File: config.mk
export PLATFORM = sky130hd
export DESIGN_NAME = bsg_fma_idiv_flat
export DESIGN_NICKNAME = d
export VERILOG_FILES = /design/src/rtl/bsg_fma_pkg.sv /design/src/rtl/bsg_fma_idiv_if.sv /design/src/rtl/bsg_fma_cond_neg.sv /design/src/rtl/bsg_fma_idiv.sv /design/src/flat_wrapper.sv
export SDC_FILE = /design/constraint.sdc
export NUM_CORES = 1
export LEC_CHECK = 0
export BUFFER_PORTS_ARGS = -buffer_cell sky130_fd_sc_hd__buf_2
export CAP_MARGIN = 20
export CORE_ASPECT_RATIO = 0.9
export CORE_MARGIN = 2
export CORE_UTILIZATION = 60
export CTS_BUF_LIST = sky130_fd_sc_hd__clkbuf_8
export DETAILED_ROUTE_END_ITERATION = 16
export GPL_TIMING_DRIVEN = 0
export PLACE_DENSITY = 0.88
export SYNTH_ARGS = -nofsm -noshare
export SYNTH_HDL_FRONTEND = slang
export SYNTH_SLANG_ARGS = --single-unit
File: constraint.sdc
create_clock -name clk_i -period 5.9 [get_ports clk_i]
set_input_delay 0.59 -clock clk_i [delete_from_list [all_inputs] [get_ports clk_i]]
set_output_delay 0.59 -clock clk_i [all_outputs]
set_load 0.01 [all_outputs]
File: src/rtl/bsg_fma_pkg.sv
// Shared definitions for the FMA integer slice (MULH and IDIV units).
// Latency: n/a (types, parameters and helper functions only).
// Backpressure: n/a.
package bsg_fma_pkg;

  localparam int exp_default_lp = 8;
  localparam int sig_default_lp = 24;

  // Integer divider sequencing states.
  typedef enum logic [2:0] {
    eIdle,
    eNorm,
    eCalc,
    eFix,
    eDone
  } divstate_e;

  // Integer word width is the full FP word (exponent + significand).
  function automatic int bsg_fma_width(input int exp_w, input int sig_w);
    return exp_w + sig_w;
  endfunction

endpackage

File: src/rtl/bsg_fma_idiv_if.sv
// Request/response bundle for the integer divide/remainder unit.
// Latency: n/a (wires only).
// Backpressure: request side valid/ready, response side valid/yumi.
interface bsg_fma_idiv_if
  import bsg_fma_pkg::*;
#(
  parameter int width_p = bsg_fma_width(exp_default_lp, sig_default_lp)
);

  logic [width_p-1:0] opA_i;
  logic [width_p-1:0] opB_i;
  logic               signed_i;
  logic               rem_i;
  logic               v_i;
  logic               ready_o;
  logic [width_p-1:0] res_o;
  logic               v_o;
  logic               yumi_i;

  // Requester/consumer side.
  modport master (
    output opA_i, opB_i, signed_i, rem_i, v_i, yumi_i,
    input  ready_o, res_o, v_o
  );

  // Divider side.
  modport slave (
    input  opA_i, opB_i, signed_i, rem_i, v_i, yumi_i,
    output ready_o, res_o, v_o
  );

endinterface

File: src/rtl/bsg_fma_cond_neg.sv
// Conditional two's-complement negate: o = neg_i ? -a_i : a_i.
// Latency: combinational.
// Backpressure: none.
module bsg_fma_cond_neg #(
  parameter int width_p = 32
) (
  input  logic [width_p-1:0] a_i,
  input  logic               neg_i,
  output logic [width_p-1:0] o
);

  // -2^(w-1) maps onto itself, which read as unsigned is its magnitude.
  assign o = neg_i ? (width_p'(0) - a_i) : a_i;

endmodule

File: src/rtl/bsg_fma_idiv.sv
// Radix-2 restoring integer divide/remainder, signed or unsigned.
// Latency: v_o rises width_lp+2 edges after accept, independent of operands.
// Backpressure: ready_o only in idle; result held until yumi_i, no overlap.
module bsg_fma_idiv
  import bsg_fma_pkg::*;
#(
  parameter int exp_p = exp_default_lp,
  parameter int sig_p = sig_default_lp
) (
  input  logic           clk_i,
  input  logic           reset_i,
  bsg_fma_idiv_if.slave  io
);

  localparam int width_lp = bsg_fma_width(exp_p, sig_p);
  localparam int cnt_w_lp = $clog2(width_lp);

  divstate_e             state_r;
  logic [width_lp-1:0]   opa_r;
  logic [width_lp-1:0]   opb_r;
  logic [width_lp-1:0]   bmag_r;
  logic [width_lp-1:0]   q_r;
  logic [width_lp:0]     rem_r;
  logic [width_lp-1:0]   res_r;
  logic [cnt_w_lp-1:0]   cnt_r;
  logic                  neg_a_r;
  logic                  neg_b_r;
  logic                  rem_sel_r;
  logic                  zero_div_r;
  logic                  ready_r;
  logic                  v_r;

  // Two shared negators: operand magnitudes in eNorm, sign fix-up in eFix.
  logic [width_lp-1:0]   neg0_a, neg0_o;
  logic [width_lp-1:0]   neg1_a, neg1_o;
  logic                  neg0_n, neg1_n;

  // Route operands through the negators in eNorm, results otherwise.
  always_comb begin
    neg0_a = q_r;
    neg0_n = neg_a_r ^ neg_b_r;
    neg1_a = rem_r[width_lp-1:0];
    neg1_n = neg_a_r;
    if (state_r == eNorm) begin
      neg0_a = opa_r;
      neg0_n = neg_a_r;
      neg1_a = opb_r;
      neg1_n = neg_b_r;
    end
  end

  bsg_fma_cond_neg #(.width_p(width_lp)) neg0 (
    .a_i   (neg0_a),
    .neg_i (neg0_n),
    .o     (neg0_o)
  );

  bsg_fma_cond_neg #(.width_p(width_lp)) neg1 (
    .a_i   (neg1_a),
    .neg_i (neg1_n),
    .o     (neg1_o)
  );

  // One trial subtraction per iteration. The partial remainder stays below
  // |B| < 2^w, so after the shift it always fits width_lp+1 bits; the extra
  // top bit of diff is the sign that decides the quotient bit.
  logic [width_lp+1:0]   shift_rem;
  logic [width_lp+1:0]   diff;
  logic                  q_bit;

  assign shift_rem = {rem_r, q_r[width_lp-1]};
  assign diff      = shift_rem - {2'b00, bmag_r};
  assign q_bit     = ~diff[width_lp+1];

  // Sequencer and datapath registers; all outputs come straight from flops.
  always_ff @(posedge clk_i) begin
    if (reset_i) begin
      state_r    <= eIdle;
      opa_r      <= '0;
      opb_r      <= '0;
      bmag_r     <= '0;
      q_r        <= '0;
      rem_r      <= '0;
      res_r      <= '0;
      cnt_r      <= '0;
      neg_a_r    <= 1'b0;
      neg_b_r    <= 1'b0;
      rem_sel_r  <= 1'b0;
      zero_div_r <= 1'b0;
      ready_r    <= 1'b1;
      v_r        <= 1'b0;
    end else begin
      case (state_r)
        eIdle: begin
          if (io.v_i) begin
            opa_r     <= io.opA_i;
            opb_r     <= io.opB_i;
            neg_a_r   <= io.signed_i & io.opA_i[width_lp-1];
            neg_b_r   <= io.signed_i & io.opB_i[width_lp-1];
            rem_sel_r <= io.rem_i;
            ready_r   <= 1'b0;
            state_r   <= eNorm;
          end
        end
        eNorm: begin
          q_r        <= neg0_o;
          bmag_r     <= neg1_o;
          zero_div_r <= (opb_r == '0);
          rem_r      <= '0;
          cnt_r      <= cnt_w_lp'(width_lp - 1);
          state_r    <= eCalc;
        end
        eCalc: begin
          q_r   <= {q_r[width_lp-2:0], q_bit};
          rem_r <= q_bit ? diff[width_lp:0] : shift_rem[width_lp:0];
          if (cnt_r == '0) begin
            state_r <= eFix;
          end else begin
            cnt_r <= cnt_r - 1'b1;
          end
        end
        eFix: begin
          if (rem_sel_r) begin
            res_r <= zero_div_r ? opa_r : neg1_o;
          end else begin
            res_r <= zero_div_r ? '1 : neg0_o;
          end
          v_r     <= 1'b1;
          state_r <= eDone;
        end
        eDone: begin
          if (io.yumi_i) begin
            v_r     <= 1'b0;
            ready_r <= 1'b1;
            state_r <= eIdle;
          end
        end
        default: begin
          v_r     <= 1'b0;
          ready_r <= 1'b1;
          state_r <= eIdle;
        end
      endcase
    end
  end

  assign io.ready_o = ready_r;
  assign io.v_o     = v_r;
  assign io.res_o   = res_r;

endmodule

File: src/flat_wrapper.sv
// flat-port wrapper written by rule: the top's interface ports become plain ports
module bsg_fma_idiv_flat import bsg_fma_pkg::*;
#(
  parameter int exp_p = exp_default_lp,
  parameter int sig_p = sig_default_lp
)
  (clk_i, reset_i, io_opA_i, io_opB_i, io_signed_i, io_rem_i, io_v_i, io_yumi_i, io_ready_o, io_res_o, io_v_o);
  bsg_fma_idiv_if #(.width_p((32))) io_i ();
  input  logic clk_i;
  input  logic reset_i;
  input wire logic [$bits(io_i.opA_i)-1:0] io_opA_i;
  input wire logic [$bits(io_i.opB_i)-1:0] io_opB_i;
  input wire logic [$bits(io_i.signed_i)-1:0] io_signed_i;
  input wire logic [$bits(io_i.rem_i)-1:0] io_rem_i;
  input wire logic [$bits(io_i.v_i)-1:0] io_v_i;
  input wire logic [$bits(io_i.yumi_i)-1:0] io_yumi_i;
  output wire logic [$bits(io_i.ready_o)-1:0] io_ready_o;
  output wire logic [$bits(io_i.res_o)-1:0] io_res_o;
  output wire logic [$bits(io_i.v_o)-1:0] io_v_o;
  assign io_i.opA_i = io_opA_i;
  assign io_i.opB_i = io_opB_i;
  assign io_i.signed_i = io_signed_i;
  assign io_i.rem_i = io_rem_i;
  assign io_i.v_i = io_v_i;
  assign io_i.yumi_i = io_yumi_i;
  assign io_ready_o = io_i.ready_o;
  assign io_res_o = io_i.res_o;
  assign io_v_o = io_i.v_o;
  bsg_fma_idiv #(.exp_p(exp_p), .sig_p(sig_p)) u_core (.clk_i(clk_i), .reset_i(reset_i), .io(io_i));
endmodule
==> results of run 1 <==
## worst register-to-register path, cell delays in order (launching register included)
cell,delay (ps)
dfxtp_1,310
clkbuf_1,190
nor3b_2,600
buf_2,450
buf_2,380
buf_2,440
mux2i_1,300
ha_1,280
nand2b_1,80
or4_1,480
o41ai_2,750
nor2b_1,370
a31oi_1,150
xnor2_1,350
nor2b_1,330
a211oi_1,80
a211oi_1,220
## synthesized netlist by cell type, types with 23 or more instances
cell        n  area [µm²]
nor2_1    141         529
nand3_1    23         115
a211oi_1   57         428
o21ai_0    91         455
xor2_1     51         447
a22oi_1    26         195
xnor2_1    76         666
nor3_1     59         295
clkbuf_1   93         349
dfxtp_1   207        4140
nand2_1   293        1100
inv_1      46         173
a21oi_1   181         906
ha_1       36         450
mux2i_1    73         731
## per-stage QoR
step / util [%] / TNS (ps) / cells / setup WS (ps)
after global routing: 68.5 / 0 / 2194 / 9.66
after floorplan: - / 0 / 1737 / 1830
after CTS: 68.4 / 0 / 2194 / 23.2
after detailed placement: 65.0 / -340 / 2130 / -170
after global placement: 65.0 / -238 / 2130 / -147
final: 68.5 / 0 / 2194 / 71.2
## power groups by stage
stage	logic [mW]	clock network (mW)	registers, mW
after CTS	2.00	1.35	1.64
after global placement	1.95	0	1.66
after floorplan	1.44	0	1.61
after global routing	2.23	1.41	1.65
after detailed placement	1.98	0	1.67
final	2.09	1.37	1.65
## routing by layer
layer / part of all wire (%) / vias to the layer above / track usage [%] / wire, µm
li1: - / 6486 / - / -
met1: 40 / 6674 / 59.5 / 20900
met2: 40 / 1148 / 63.2 / 20800
met3: 14 / 239 / 13.0 / 7550
met4: 5.9 / 0 / 24.5 / 3100
met5: 0 / - / 0 / 0
## worst paths after layout
kind | from | to | slack [ps] | cells past startpoint
setup reg to reg | u_core.state_r[1]$_SDFFE_PP0P_ | u_core.io.res_o[20]$_SDFFE_PP0P_ | 70 | 16
setup / recovery | u_core.state_r[1]$_SDFFE_PP0P_ | u_core.io.res_o[20]$_SDFFE_PP0P_ | 70 | 16
hold / removal | io_opA_i[19] | u_core.opa_r[19]$_SDFFE_PP0P_ | 270 | 3
hold reg to reg | u_core.bmag_r[2]$_SDFFE_PP0P_ | u_core.bmag_r[2]$_SDFFE_PP0P_ | 460 | 2
## placed cells by master, fill, tap and decap left out, types with 51 or more instances in the layout
master / synthesis / layout
clkbuf_1: 93 / 92
o21ai_0: 91 / 91
buf_2: 15 / 117
mux2i_1: 73 / 73
a21oi_1: 181 / 181
nor3_1: 59 / 58
dfxtp_1: 207 / 207
nand2_1: 293 / 293
a211oi_1: 57 / 57
xnor2_1: 76 / 76
nor2_1: 141 / 141
xor2_1: 51 / 51
inv_1: 46 / 57
## cell families (layout without fill, tap and decap cells)
| group | Yosys count | count (layout) | share of synthesized area (%) |
|---|---|---|---|
| adders and majority gates | 37 | 37 | 3.58 |
| muxes | 82 | 82 | 6.42 |
| buffers and inverters | 165 | 331 | 4.91 |
| and+or+nand+nor | 623 | 623 | 21.2 |
| AOI/OAI and AO/OA | 496 | 496 | 23.9 |
| DFF | 207 | 207 | 31.5 |
| xor gates and xnor gates | 127 | 127 | 8.46 |
## state kept, by name, summed over array words and instances (netlist names)
register,flops
u_core.cnt_r,5
u_core.zero_div_r,1
u_core.state_r,3
u_core.opb_r,32
u_core.q_r,32
u_core.neg_b_r,1
u_core.rem_sel_r,1
u_core.io.ready_o,1
u_core.rem_r,33
u_core.bmag_r,32
u_core.io.res_o,32
u_core.io.v_o,1
u_core.neg_a_r,1
u_core.opa_r,32
## area by class of cell
cell class	instances	area, µm²	share of cell area (%)
Buffer	119	483	3.27
Tap cell	291	364	2.46
Sequential cell	207	4140	28.0
Inverter	46	173	1.17
Clock inverter	19	114	0.771
Timing Repair Buffer	102	510	3.45
Multi-Input combinational cell	1365	8370	56.6
Clock buffer	45	619	4.19
## what timing repair did
item                       CTS  global route
gates resized for setup      2             8
setup buffers                0             0
hold endpoints to repair     0             0
cloned                       0             0
setup endpoints to repair    3            14
==> impl_metrics.csv, run 1 <==
group,metric,value,unit
global_route,antenna_found_initial,0,
clocking,root_buffer,"clkbuf_8",
clocking,clk_path_buf_depth,3,
status,outcome,"complete, no violations",
global_route,grt_first_pass_wirelength,78000,µm
global_route,grt-ovfl-total,0,
setup_path,arrival,6290,ps
detailed_routing,routedWlPerCell,23.9,µm
detailed_routing,antenna_left,0,
timing,timing.hold.ws,268,ps
yosys,avgSynthCellArea,7.57,µm²
timing,hold_viol,0,
clocking,cts_tree,"yes",
detailed_routing,drt_iter0_markers,2226,
power,combPwrFrac,41.0,%
setup_path,crit_path_frequent_cell,"buf_2",
floorplanning,start_util,60.9,%
floorplanning,io_pins,104,
floorplanning,die_area,23100,µm²
yosys,synth_cells,1737,
clocking,htreeDepth,2,
timing,rsz0062_at_grt,"false",
setup_path,path_buf_inv,4,
yosys,synthDistinctLibCells,77,
yosys,synth_edf_count,0,
clocking,numCtsBuffers,36,
power,swShare,41.5,%
yosys,synth-seq-cells,207,
power,p_seq_share,32.3,%
detailed_routing,drc_errors,0,
timing,finalCriticalPeriod,5830,ps
power,power_density,346,nW/µm²
yosys,ys_warn_count,0,
finish,diodes,0,
detailed_routing,routed_wl,52400,µm
floorplanning,die_h,144,µm
placement,dpl-instance-area,14000,µm²
global_route,grt_usage,44.1,%
timing,max-slew-margin-rel,14.3,%
timing,setup_viol,0,
floorplanning,row_count,51,
setup_path,max_stage_delay,750,ps
yosys,async_flop_share,0,%
timing,finalClockSkew,27.4,ps
finish,syn2layout_area_growth,12.4,%
job,cap_violations,0,
setup_path,required,6370,ps
finish,fill_cells,1886,
setup_path,slowest_stage,"o41ai_2",
clocking,clk_latency,560,ps
floorplanning,core,21600,µm²
yosys,synth-main-ff-cell,"dfxtp_1",
global_route,grt_start_max_net_pins,11,
setup_path,end_kind,"flip-flop",
placement,io_buffers,102,
power,p_leak,5.61,nW
power,p_sw,2.12,mW
power,clkPwrFrac,26.8,%
finish,layout-drive-gt1-share,10.4,%
setup_path,cp_top_family,"simple AND/OR/NAND/NOR gates",
finish,final_nets,1984,
timing,fmax,172,MHz
yosys,syn_area,13100,µm²
setup_path,crit_chain,"clkbuf_1 -> nor3b_2 -> buf_2 -> buf_2 -> buf_2 -> mux2i_1 -> ha_1 -> nand2b_1 -> or4_1 -> o41ai_2 -> nor2b_1 -> a31oi_1 -> xnor2_1 -> nor2b_1 -> a211oi_1 -> a211oi_1",
placement,hpwl,38800,µm
timing,period_share,98.8,%
finish,fin_area,14800,µm²
clocking,clock-sinks,207,
placement,gp_congestion,1.04,
detailed_routing,via_count,14547,
yosys,synth_nets,1844,
yosys,ys_seq_area_share,31.5,%
global_route,grt_pass1_vias,13297,
timing,worstMarginPinSlew,1260,ps
timing,drv_slew,0,
clocking,clkSlewWorstSetupHoldPaths,70,ps
setup_path,start_kind,"flip-flop",
detailed_routing,drt_pre_antenna_iters,9,
power,p_int,2.99,mW
setup_path,critPathKind,"flip-flop to flip-flop",
power,vdd_ir_drop_max,191,µV
setup_path,worstPathMaxFanout,10,
floorplanning,die_w,160,µm
detailed_routing,vias_per_cell,6.63,
clocking,cts-hold-fix-buffers,0,
worst_hold_path,worstHoldPathType,"input pin to flip-flop",
power,total_power,5.11,mW
(Power assumes the default switching activity.)
==> run 2, diff against run 1 <==
--- a/config.mk
+++ b/config.mk
@@ -7,8 +7,6 @@
 export LEC_CHECK = 0
 export BUFFER_PORTS_ARGS = -buffer_cell sky130_fd_sc_hd__buf_2
 export CAP_MARGIN = 20
-export CORE_ASPECT_RATIO = 0.9
-export CORE_MARGIN = 2
 export CORE_UTILIZATION = 60
 export CTS_BUF_LIST = sky130_fd_sc_hd__clkbuf_8
 export DETAILED_ROUTE_END_ITERATION = 16
==> run 2 against run 1 <==
Effect of this change:
- sequential share of layout area decreased by 0.062 points
- critical path depth increased by 1
- via count increased by 1.6%
- setup slack got worse by 27 ps
- largest power group unchanged
==> impl_metrics.csv, run 2 (synthesis gave the netlist of run 1 again) <==
group,metric,value,unit
status,outcome,"complete, no violations",
detailed_routing,routed_wl,52800,µm
detailed_routing,drt_pre_antenna_iters,7,
timing,finalClockSkew,35.9,ps
setup_path,crit_chain,"or3b_4 -> buf_6 -> buf_2 -> buf_2 -> buf_2 -> buf_1 -> clkbuf_2 -> a21oi_1 -> ha_1 -> o211ai_1 -> nor4b_2 -> nand3_1 -> nor3_4 -> a21boi_1 -> xor2_1 -> a222oi_1 -> nor2_1",
clocking,numCtsBuffers,37,
floorplanning,core,21200,µm²
global_route,grt_pass1_vias,13290,
power,vdd_ir_drop_max,201,µV
power,p_int,3.02,mW
floorplanning,die_h,150,µm
power,p_leak,5.64,nW
setup_path,arrival,6280,ps
setup_path,path_buf_inv,6,
power,swShare,41.3,%
setup_path,crit_path_frequent_cell,"buf_2",
timing,max-slew-margin-rel,19.0,%
clocking,clkSlewWorstSetupHoldPaths,70,ps
power,p_seq_share,32.0,%
timing,rsz0062_at_grt,"false",
power,power_density,348,nW/µm²
setup_path,cp_top_family,"buffers and inverters",
finish,syn2layout_area_growth,12.7,%
timing,timing.hold.ws,259,ps
power,clkPwrFrac,27.4,%
timing,tns,0,ps
clocking,clock-sinks,207,
global_route,grt_start_max_net_pins,11,
global_route,antenna_found_initial,0,
timing,worstMarginPinSlew,1210,ps
finish,final-seq-area,4140,µm²
detailed_routing,antenna_left,0,
clocking,cts_tree,"yes",
power,p_sw,2.13,mW
global_route,grt_first_pass_wirelength,78000,µm
timing,finalCriticalPeriod,5860,ps
detailed_routing,drc_errors,0,
finish,largest_register_ffs,33,
finish,final_cell_mix,"nand2_1 (293), dfxtp_1 (207), a21oi_1 (181), nor2_1 (141), buf_2 (118)",
timing,fmax,171,MHz
placement,dp_cells,2115,
setup_path,critPathKind,"flip-flop to flip-flop",
detailed_routing,drt_iter0_markers,2188,
setup_path,start_kind,"flip-flop",
finish,top_register,"u_core.rem_r",
floorplanning,start_util,61.9,%
detailed_routing,routedWlPerCell,24.2,µm
clocking,clk_path_buf_depth,3,
placement,io_buffers,102,
floorplanning,die_area,22500,µm²
finish,multi_input_area,8380,µm²
setup_path,worstPathMaxFanout,10,
finish,layout_commonest_cell,"nand2_1",
placement,dpl-instance-area,14000,µm²
timing,hold_viol,0,
finish,fill_cells,1837,
finish,diodes,0,
global_route,grt_usage,46.6,%
clocking,htreeDepth,2,
timing,period_share,99.2,%
setup_path,end_kind,"flip-flop",
finish,fin_area,14800,µm²
timing,drv_slew,0,
detailed_routing,vias_per_cell,6.77,
finish,finalNonFillerCells,2182,
floorplanning,io_pins,104,
timing,setup_viol,0,
placement,gp_congestion,0.991,
job,cap_violations,0,
setup_path,slowest_stage,"nor4b_2",
worst_hold_path,worstHoldPathType,"input pin to flip-flop",
power,combPwrFrac,40.6,%
placement,hpwl,39000,µm
detailed_routing,via_count,14780,
global_route,grt-ovfl-total,0,
finish,layout-drive-gt1-share,10.6,%
clocking,root_buffer,"clkbuf_8",
finish,final_nets,1987,
floorplanning,die_w,150,µm
setup_path,required,6320,ps
clocking,clk_latency,580,ps
finish,utilization,69.8,%
floorplanning,row_count,53,
setup_path,max_stage_delay,580,ps
run 2: cell types whose count changed in the layout (fill, tap and decap cells not counted), sizes merged:
cell           delta
clkdlybuf4s18     +1
clkbuf            +2
clkinvlp          -2
inv               +1
clkinv            +1
buf               +1
run 2: path summary, 6_finish.rpt:
path,start,end,slack [ps],cells past startpoint
worst max-delay path,u_core.state_r[0]$_SDFFE_PP0P_,u_core.q_r[28]$_SDFFE_PP0P_,40,17
worst min-delay path,io_opA_i[13],u_core.opa_r[13]$_SDFFE_PP0P_,260,3
worst max register to register,u_core.state_r[0]$_SDFFE_PP0P_,u_core.q_r[28]$_SDFFE_PP0P_,40,17
worst min register to register,u_core.bmag_r[11]$_SDFFE_PP0P_,u_core.bmag_r[11]$_SDFFE_PP0P_,460,2
run 2: power by group through the flow:
stage                     Clock [mW]  Combinational (mW)  Sequential (mW)
after floorplan                    0                1.44             1.61
after global placement             0                1.94             1.66
after detailed placement           0                1.98             1.67
after CTS                       1.40                2.00             1.64
after global routing            1.46                2.23             1.65
final                           1.41                2.09             1.65
run 2: metal layers:
metal,up-vias,global-route usage [%],wire (µm)
met5,-,0,0
met4,0,23.5,2870
met3,207,10.4,7460
met2,1148,68.9,22000
li1,6500,-,-
met1,6925,63.4,20500
run 2: area by class of cell:
| class | count | area share, % |
|---|---|---|
| Inverter | 46 | 1.17 |
| Tap cell | 275 | 2.32 |
| Clock buffer | 47 | 4.37 |
| Clock inverter | 19 | 0.794 |
| Buffer | 119 | 3.26 |
| Multi-Input combinational cell | 1365 | 56.6 |
| Sequential cell | 207 | 28.0 |
| Timing Repair Buffer | 104 | 3.55 |
run 2: what timing repair did:
item | in CTS | in global routing
endpoints found under the setup margin | 4 | 8
setup buffers | 0 | 0
hold buffers | 0 | 0
endpoints found under the hold margin | 0 | 0
gates resized for setup | 4 | 6
run 2: worst register-to-register path, stage by stage (launching register included):
cell and delay (ps):
dfxtp_1 440, or3b_4 450, buf_6 180, buf_2 280
buf_2 330, buf_2 310, buf_1 440, clkbuf_2 490
a21oi_1 380, ha_1 270, o211ai_1 150, nor4b_2 580
nand3_1 370, nor3_4 450, a21boi_1 130, xor2_1 160
a222oi_1 230, nor2_1 70
run 2: per-stage QoR:
step / setup WS [ps] / power, mW
2_1_floorplan: 1830 / 3.05
3_3_place_gp: -187 / 3.61
3_5_place_dp: -301 / 3.64
4_1_cts: 66.1 / 5.03
5_1_grt: 11.6 / 5.35
6_report: 44.3 / 5.15
